`src/rtl/mul_issue_unit.sv`:
```
// Issue/conditioning stage around a 2-stage, CE-gated, unreset 33x33 multiplier.
// Carries valid/op/tag beside the multiplier stages and registers the chosen product half.
module mul_issue_unit #(
  parameter int TAG_W = 5
) (
  input  logic             clk,
  input  logic             rst_n,
  input  logic             in_valid,
  output logic             in_ready,
  input  logic [1:0]       in_op,
  input  logic [31:0]      in_rs1,
  input  logic [31:0]      in_rs2,
  input  logic [TAG_W-1:0] in_tag,
  input  logic             flush,
  output logic             out_valid,
  input  logic             out_ready,
  output logic [31:0]      out_result,
  output logic [TAG_W-1:0] out_tag,
  output logic             busy,
  output logic [32:0]      mul_a,
  output logic [32:0]      mul_b,
  output logic             mul_ce,
  input  logic [65:0]      mul_p
);

  typedef enum logic [1:0] {
    OP_MUL    = 2'b00,
    OP_MULH   = 2'b01,
    OP_MULHSU = 2'b10,
    OP_MULHU  = 2'b11
  } op_e;

  op_e              op_in;
  op_e              op1, op2;
  logic [TAG_W-1:0] tag1, tag2;
  logic             v1, v2;
  logic             fire;
  logic             sign_a, sign_b;

  assign op_in    = op_e'(in_op);
  assign mul_ce   = ~(out_valid & ~out_ready);
  assign in_ready = mul_ce & ~flush;
  assign fire     = in_valid & in_ready;
  assign busy     = v1 | v2 | out_valid;

  // The 33rd bit turns the multiplier's signed product into the RV32M signedness mix.
  assign sign_a = (op_in != OP_MULHU);
  assign sign_b = (op_in == OP_MUL) || (op_in == OP_MULH);
  assign mul_a  = {sign_a & in_rs1[31], in_rs1};
  assign mul_b  = {sign_b & in_rs2[31], in_rs2};

  // NOTE: sequential state uses non-blocking assignments so every stage samples
  // the pre-edge value of the stage before it, matching the multiplier registers.
  always_ff @(posedge clk or negedge rst_n) begin
    if (!rst_n) begin
      v1        <= 1'b0;
      v2        <= 1'b0;
      out_valid <= 1'b0;
    end else if (flush) begin
      v1        <= 1'b0;
      v2        <= 1'b0;
      out_valid <= 1'b0;
    end else if (mul_ce) begin
      v1        <= fire;
      v2        <= v1;
      out_valid <= v2;
    end
  end

  // Payload follows the multiplier's CE; anything loaded without a valid bit is never shown.
  always_ff @(posedge clk or negedge rst_n) begin
    if (!rst_n) begin
      op1        <= OP_MUL;
      op2        <= OP_MUL;
      tag1       <= '0;
      tag2       <= '0;
      out_tag    <= '0;
      out_result <= '0;
    end else if (mul_ce) begin
      op1        <= op_in;
      tag1       <= in_tag;
      op2        <= op1;
      tag2       <= tag1;
      out_tag    <= tag2;
      out_result <= (op2 == OP_MUL) ? mul_p[31:0] : mul_p[63:32];
    end
  end

endmodule

```
`config.mk`:
```
export PLATFORM = sky130hd
export DESIGN_NAME = mul_issue_unit
export DESIGN_NICKNAME = d
export VERILOG_FILES = /design/src/rtl/mul_issue_unit.sv
export SDC_FILE = /design/constraint.sdc
export NUM_CORES = 1
export LEC_CHECK = 0
export CAP_MARGIN = 10
export CORE_MARGIN = 2
export CORE_UTILIZATION = 31
export DETAILED_ROUTE_END_ITERATION = 8
export PLACE_DENSITY_LB_ADDON = 0.12
export SETUP_SLACK_MARGIN = 0.2
export SLEW_MARGIN = 10
export SYNTH_ARGS = -nofsm -noshare
export SYNTH_HDL_FRONTEND = slang
export SYNTH_SLANG_ARGS = --single-unit
```
`constraint.sdc`:
```
create_clock -name clk -period 1.8 [get_ports clk]
set_clock_uncertainty 0.15 [all_clocks]
set_input_delay 0.36 -clock clk [delete_from_list [all_inputs] [get_ports clk]]
set_output_delay 0.36 -clock clk [all_outputs]
set_load 0.1 [all_outputs]
```
==> flow_summary_export.csv, run 1 <==
group,metric,value,unit
critical_path,crit_buf_inv,1,
logic_synthesis,netlist_instances,301,
clocking,cts_root_buffer,"clkbuf_8",
sta,fin_ws,-0.0355,ns
critical_path,critPathKind,"register to output port",
layout,n_antenna_cell,0,
route,vias_per_cell,4.33,
power_and_ir_drop,total_power,3700,uW
global_route,grt_antenna_before_repair,0,
layout,layout_common_cells,"nand2_1 (93), clkdlybuf4s50_1 (71), dfrtp_1 (53)",
logic_synthesis,synth_area_per_cell,9.55,um^2
critical_path,cp_data_arrival_time,1.33,ns
placed_design,gp_congestion,0.693,
critical_path,critical_path.startpoint_type,"register",
logic_synthesis,yosysTopAreaCellShare,0.470,
sta,rsz0062_at_grt,"true",
route,drc_errors,0,
route,drt_iter0_drc,39,
power_and_ir_drop,power.switching,1460,uW
clocking,numCtsBuffers,5,
critical_path,reg2reg_depth,6,
logic_synthesis,synth_area,2870,um^2
die,die-area,10100,um^2
power_and_ir_drop,powerDensity,850,nW/um^2
critical_path,critPathMaxFanout,3,
critical_path,r2r_start,"out_valid",
placed_design,hpwl,4910,um
sta,fin_crit,1.84,ns
critical_path,worstPathCellList,"or3_4 > buf_12",
layout,finalNonFillerCells,477,
logic_synthesis,ys_ff_latch,54,
power_and_ir_drop,power_frac_seq,0.388,
sta,setup_viol,1,
clocking,path_clk_slew,0.10,ns
critical_path,critical_path.slowest_cell,"dfrtp_4",
clocking,cts_sinks,54,
placed_design,place_inst,467,
sta,fin_crit_sh,1.02,
die,initial_core_util,0.316,
global_route,grt_pass1_wl,9690,um
layout,area_growth_syn_to_layout,51.5,%
power_and_ir_drop,swShare,0.395,
clocking,cts_max_level,2,
outcome,violations,"negative setup slack",
power_and_ir_drop,p_int,2240,uW
global_route,grt_use_total,0.121,
route,num_vias,2066,
layout,drive_gt1_frac,0.224,
critical_path,setup.worst_path.start,"out_valid",
die,rows,35,
die,die_width,100,um
critical_path,rr_endpoint,"out_result[11]",
route,postRouteAntennaNets,0,
power_and_ir_drop,clkPwrFrac,0.180,
clocking,clock_path_buffers,2,
logic_synthesis,yosysUniqueCellTypes,18,
global_route,grt_max_degree,38,
critical_path,path_depth,2,
power_and_ir_drop,power.leakage,0.00189,uW
clocking,cts_tree,"yes",
global_route,grt_pass1_vias,2002,
run,drv_cap,0,
critical_path,crit_path_end_kind,"output port",
min_path,hold_path_class,"input port to async pin",
logic_synthesis,synth-seq-area-share,0.470,
global_route,overflow,0,
logic_synthesis,yosys_warnings,0,
logic_synthesis,synth_area_leaders,"dfrtp_1 (47%), buf_4 (18%), nand2_1 (12%)",
die,ios,249,
critical_path,endpoint,"busy",
placed_design,portBuffers,122,
sta,drv_slew,0,
logic_synthesis,synth_top_cell_by_area,"dfrtp_1",
outcome,outcome,"complete, but fails checks",
power_and_ir_drop,power_frac_comb,0.432,
sta,finalHoldViolCount,0,
critical_path,critPathMaxStageDelay,0.51,ns
sta,max_freq,545,MHz
critical_path,critical_path_required,1.29,ns
logic_synthesis,synth_nets,443,
layout,layout_commonest_cell,"nand2_1",
power_and_ir_drop,vdd_drop_max,0.000334,V
critical_path,rrSetupSlack,0.28,ns
critical_path,critPathTopFamily,"flip-flops",
die,dieHeight,100,um
sta,worst_pin_slew,0.281,ns
clocking,clk-insertion-delay-late,0.30,ns
sta,max-slew-margin-rel,0.813,
route,drt_wl_total,6180,um
route,wire_per_inst,13.0,um
placed_design,dpl_worst_slack,-0.0215,ns
die,core,9110,um^2
route,drtPass1Iterations,4,
layout,fin_nets,507,
## power by group through the flow
stage          registers (uW)  clock network [uW]  logic [uW]
2_1_floorplan            2060                   0         929
3_3_place_gp             1460                   0        1610
3_5_place_dp             1460                   0        1620
4_1_cts                  1440                 718        1620
5_1_grt                  1450                 766        1660
6_report                 1430                 666        1600
## cell usage after synthesis
master     n
mux2i_1   32
nor2_4     1
nor2b_1    2
buf_6      1
a21oi_1    2
dfrtp_1   54
nand2_1   93
buf_8      3
o21ai_1   23
or3_1      1
clkbuf_2   2
o21ai_0    2
buf_4     69
inv_1      1
a21boi_0   1
o21ai_2    7
buf_2      4
nor2_1     3
## flip-flops by register name, summed over array words and instances, names as in the netlist
signal	cells
op1	2
op2	2
out_result	32
out_tag	5
out_valid	1
tag1	5
tag2	5
v1	1
v2	1
## routing by layer
metal	up-vias	wire, um	GRT usage
met5	-	0	0
met4	0	55	0.0274
met3	14	714	0.0529
met2	114	2780	0.188
met1	908	2640	0.156
li1	1030	-	-
## worst reg2reg max path, delay by kind of cell (launching register included)
kind / cells / cell delay [ns]
AOI/OAI and AO/OA: 1 / 0.08
buffers and inverters: 3 / 0.45
DFF: 1 / 0.51
and+or+nand+nor: 2 / 0.22
## metrics by stage
| stage | area, um^2 | hold WS, ns | TNS (ns) | util |
|---|---|---|---|---|
| floorplan | 2920 | -0.0856 | -0.480 | - |
| global placement | 4240 | 0.102 | -0.0837 | 0.466 |
| detailed placement | 4240 | 0.108 | -0.124 | 0.466 |
| CTS | 4350 | 0.301 | -0.0612 | 0.477 |
| global route | 4350 | 0.303 | -0.0809 | 0.478 |
| finish | 4350 | 0.305 | -0.0355 | 0.478 |
## how the worst min path moves through the flow
stage | start | slack [ns] | cells after the start | endpoint
after global placement | rst_n | 0.10 | 1 | out_result[0]
after floorplan | rst_n | -0.09 | 0 | op1[0]
final | rst_n | 0.30 | 2 | out_result[0]
after CTS | in_op[0] | 0.30 | 3 | op1[0]
after global routing | in_op[0] | 0.30 | 3 | op1[0]
after detailed placement | rst_n | 0.11 | 1 | out_result[0]
## layout make-up
type	count	area (um^2)
Clock buffer	5	68.8
Clock inverter	3	21.3
Fill cell	850	4750
Inverter	1	3.75
Multi-Input combinational cell	167	953
Sequential cell	54	1360
Tap cell	111	139
Timing Repair Buffer	136	1810
## repair_timing
action / 4_1_cts / 5_1_grt
hold endpoints to repair: 8 / 0
hold buffers: 1 / 0
setup buffers: 1 / 0
setup endpoints to repair: 7 / 20
pin swaps: 3 / 0
gates resized for setup: 7 / 2
## kinds of logic after synthesis
| family | synth area share |
|---|---|
| AOI/OAI and AO/OA | 0.0710 |
| buffers and inverters | 0.212 |
| DFF | 0.470 |
| muxes | 0.111 |
| and+or+nand+nor | 0.136 |
Note: power is estimated with default switching activity, not from simulation.
==> run 2: changes to the inputs <==
clock period = 1.9 ns   (was 1.8 ns; I/O delays follow)
==> flow_summary_export.csv, run 2 (synthesized netlist as in run 1, its figures left out) <==
group,metric,value,unit
outcome,outcome,"complete, no violations",
power_and_ir_drop,vdd_drop_max,0.000287,V
die,core,9110,um^2
global_route,grt_pass1_wl,10000,um
route,drtPass1Iterations,4,
critical_path,critPathKind,"register to output port",
die,initial_core_util,0.316,
min_path,hp-start,"op1[1]",
sta,worst_hold_slack,0.322,ns
power_and_ir_drop,powerDensity,816,nW/um^2
min_path,holdPathEnd,"op1[1]",
route,num_vias,2080,
route,drt_wl_total,6290,um
clocking,path_clk_slew,0.09,ns
route,postRouteAntennaNets,0,
critical_path,cp_data_arrival_time,1.34,ns
critical_path,reg2reg_depth,6,
critical_path,critical_path.startpoint_type,"register",
critical_path,rrSetupSlack,0.36,ns
die,die-area,10100,um^2
die,rows,35,
sta,setup_viol,0,
run,drv_cap,0,
route,vias_per_cell,4.37,
layout,regMostFlops,"out_result",
sta,rsz0062_at_grt,"true",
power_and_ir_drop,power.leakage,0.00188,uW
route,wire_per_inst,13.2,um
sta,max-slew-margin-rel,0.731,
placed_design,hpwl,4910,um
layout,layout_common_cells,"nand2_1 (93), clkdlybuf4s50_1 (72), dfrtp_1 (53)",
sta,max_freq,534,MHz
die,ios,249,
placed_design,gp_congestion,0.655,
die,die_width,100,um
min_path,whs_path_depth,2,
route,drt_iter0_drc,79,
clocking,clk-insertion-delay-late,0.30,ns
sta,drv_slew,0,
min_path,hold_path_class,"register to register",
global_route,overflow,0,
global_route,grt_max_degree,45,
die,dieHeight,100,um
global_route,grt_pass1_vias,2006,
critical_path,rr_endpoint,"v1",
layout,layout_commonest_cell,"nand2_1",
global_route,grt_antenna_before_repair,0,
clocking,cts_tree,"yes",
global_route,grt_use_total,0.124,
clocking,numCtsBuffers,5,
layout,fin_nets,506,
clocking,cts_root_buffer,"clkbuf_8",
layout,drive_gt1_frac,0.219,
critical_path,critPathMaxFanout,2,
sta,fin_crit_sh,0.986,
layout,n_antenna_cell,0,
critical_path,critical_path_required,1.37,ns
clocking,clock_path_buffers,2,
clocking,cts_max_level,2,
layout,area_growth_syn_to_layout,50.3,%
sta,fin_crit,1.87,ns
clocking,cts_sinks,54,
sta,finalHoldViolCount,0,
sta,worst_pin_slew,0.403,ns
route,drc_errors,0,
power_and_ir_drop,total_power,3530,uW
layout,largest_reg_flops,32,
placed_design,portBuffers,122,
critical_path,r2r_start,"out_valid",
critical_path,crit_path_end_kind,"output port",
run 2: through the flow:
stage,area [um^2],setup slack [ns],utilization,std cells,TNS [ns]
finish,4320,0.0272,0.474,476,0
global route,4320,-0.0211,0.474,476,-0.0441
detailed placement,4210,0.0358,0.462,466,0
CTS,4320,0.0101,0.474,476,0
global placement,4210,0.0289,0.462,466,0
floorplan,2920,-0.299,-,301,-0.320
run 2: worst max-delay path by stage:
stage,startpoint,to,cells after the start
floorplan,out_valid,in_ready,5
global placement,out_ready,mul_ce,4
detailed placement,out_ready,mul_ce,4
CTS,out_valid,busy,2
global route,out_valid,in_ready,4
finish,out_valid,busy,2
run 2: cell type report:
cell class	instances	area, um^2
multi-input combinational	167	953
clock inverter	1	5.00
sequential	54	1360
inverter	1	3.75
timing repair buffer	135	1780
clock buffer	7	86.3
fill	873	4790
tap	111	139
run 2: power breakdown:
part           internal, uW  switching [uW]  total, uW  leakage (uW)
Sequential             1260             102       1360      0.000636
Clock                   295             366        661     0.0000482
Combinational           597             908       1510       0.00119
Total                  2150            1380       3530       0.00188
run 2: per-layer routing:
layer	GRT usage	vias to the layer above	part of all wire
li1	-	1024	-
met1	0.165	924	0.43
met2	0.192	117	0.45
met3	0.0418	15	0.11
met4	0.0400	0	0.012
met5	0	-	0
run 2: repair_timing:
action	4_1_cts	5_1_grt
endpoints found under the setup margin	5	3
endpoints found under the hold margin	54	0
hold buffers	1	0
pin swaps	2	0
resized for setup	7	0
buffers inserted	1	0
cloned	0	0
run 2: critical path: stages, from the launching register on:
cell and delay, ns:
dfrtp_4 0.49, or3_4 0.38, buf_12 0.17
==> run 3: changes to the inputs <==
CAP_MARGIN = 20   (was 10)
clock period = 2.3 ns   (was 1.9 ns; I/O delays follow)
==> flow_summary_export.csv, run 3 (synthesized netlist as in run 1, its figures left out) <==
group,metric,value,unit
sta,worst_pin_slew,0.623,ns
global_route,grt_max_degree,44,
critical_path,critical_path.startpoint_type,"input port",
critical_path,critPathMaxStageDelay,0.45,ns
clocking,cts_root_buffer,"clkbuf_8",
sta,fin_crit_sh,0.893,
critical_path,critical_path.slowest_cell,"clkdlybuf4s50_1",
sta,finalHoldViolCount,0,
placed_design,hpwl,4690,um
power_and_ir_drop,power.leakage,0.00167,uW
outcome,outcome,"complete, no violations",
critical_path,critPathTopFamily,"buffers and inverters",
clocking,cts_hold_buf,0,
route,wire_per_inst,13.2,um
layout,layout_commonest_cell,"nand2_1",
critical_path,r2r_start,"out_valid",
layout,regMostFlops,"out_result",
clocking,cts_max_level,2,
global_route,grt_use_total,0.123,
route,postRouteAntennaNets,0,
die,die-area,10100,um^2
sta,max-slew-margin-rel,0.585,
min_path,hold_path_class,"input port to async pin",
route,drt_iter0_drc,68,
clocking,cts_tree,"yes",
die,initial_core_util,0.316,
die,dieHeight,100,um
placed_design,place_inst,462,
critical_path,cp_data_arrival_time,1.44,ns
route,num_vias,2077,
critical_path,critPathKind,"input port to output port",
critical_path,crit_path_end_kind,"output port",
clocking,cts_resized,0,
critical_path,setup.worst_path.start,"out_ready",
die,rows,35,
clocking,clk-insertion-delay-late,0.30,ns
sta,fin_setup_tns,0,ns
sta,fin_crit,2.05,ns
critical_path,critical_path_required,1.69,ns
clocking,clock_path_buffers,2,
layout,largest_reg_flops,32,
route,drt_wl_total,6220,um
placed_design,gp_congestion,0.708,
layout,drive_gt1_frac,0.203,
layout,finalNonFillerCells,470,
clocking,numCtsBuffers,5,
layout,area_growth_syn_to_layout,32.0,%
global_route,overflow,0,
die,core,9110,um^2
critical_path,crit_buf_inv,3,
power_and_ir_drop,vdd_drop_max,0.000272,V
critical_path,worstPathCellList,"clkdlybuf4s50_1 > nor2b_4 > inv_1 > buf_12",
power_and_ir_drop,powerDensity,727,nW/um^2
global_route,grt_pass1_wl,9810,um
layout,layout_common_cells,"nand2_1 (93), clkdlybuf4s50_1 (76), dfrtp_1 (53)",
route,drc_errors,0,
clocking,cts_sinks,54,
route,drtPass1Iterations,4,
critical_path,critPathMaxFanout,5,
die,die_width,100,um
global_route,grt_pass1_vias,2005,
sta,max_freq,487,MHz
global_route,grt_antenna_before_repair,0,
sta,drv_slew,0,
layout,fin_area,3790,um^2
sta,rsz0062_at_grt,"false",
route,vias_per_cell,4.42,
layout,n_antenna_cell,0,
clocking,path_clk_slew,0.09,ns
die,ios,249,
layout,fin_nets,500,
placed_design,portBuffers,122,
placed_design,dpl_cell_area,3690,um^2
sta,setup_viol,0,
clocking,postCtsSetupBuffers,0,
run,drv_cap,0,
-- run 3: metrics by stage --
stage	power [uW]	worst slack, ns	utilization	hold WS, ns
after global placement	2160	0.237	0.405	0.300
after global routing	2890	0.202	0.417	0.0644
after floorplan	2340	-0.00824	-	0.0144
after detailed placement	2170	0.229	0.405	0.306
after CTS	2810	0.233	0.417	0.0383
final	2760	0.246	0.417	0.0157
-- run 3: report_power, final --
group | internal, uW | switching (uW)
clock network | 326 | 295
logic | 311 | 743
registers | 1040 | 47.8
total | 1670 | 1090
-- run 3: cell type report --
cell class,count,area (um^2)
multi-input combinational,167,937
clock inverter,1,30.0
clock buffer,7,76.3
inverter,1,3.75
tap,111,139
fill,941,5310
timing repair buffer,129,1260
sequential,54,1350
-- run 3: worst paths after layout --
check	slack (ns)	to	cells past startpoint
max in group asynchronous	1.40	out_valid	2
worst max-delay path	0.25	mul_ce	4
worst min register to register	0.33	tag2[4]	2
min in group clk	0.33	tag2[4]	2
worst min-delay path	0.02	out_result[4]	1
worst max register to register	0.78	out_result[12]	3
-- run 3: layer usage --
metal	vias up	GRT usage	wire length [um]
met5	-	0	0
met4	0	0.0400	97
met3	15	0.0550	708
met2	122	0.180	2610
met1	927	0.163	2800
li1	1013	-	-
-- run 3: worst reg2reg max path: stages (launching register included) --
cell	delay, ns
dfrtp_2	0.38
nor2b_4	0.25
buf_4	0.44
o21ai_0	0.17
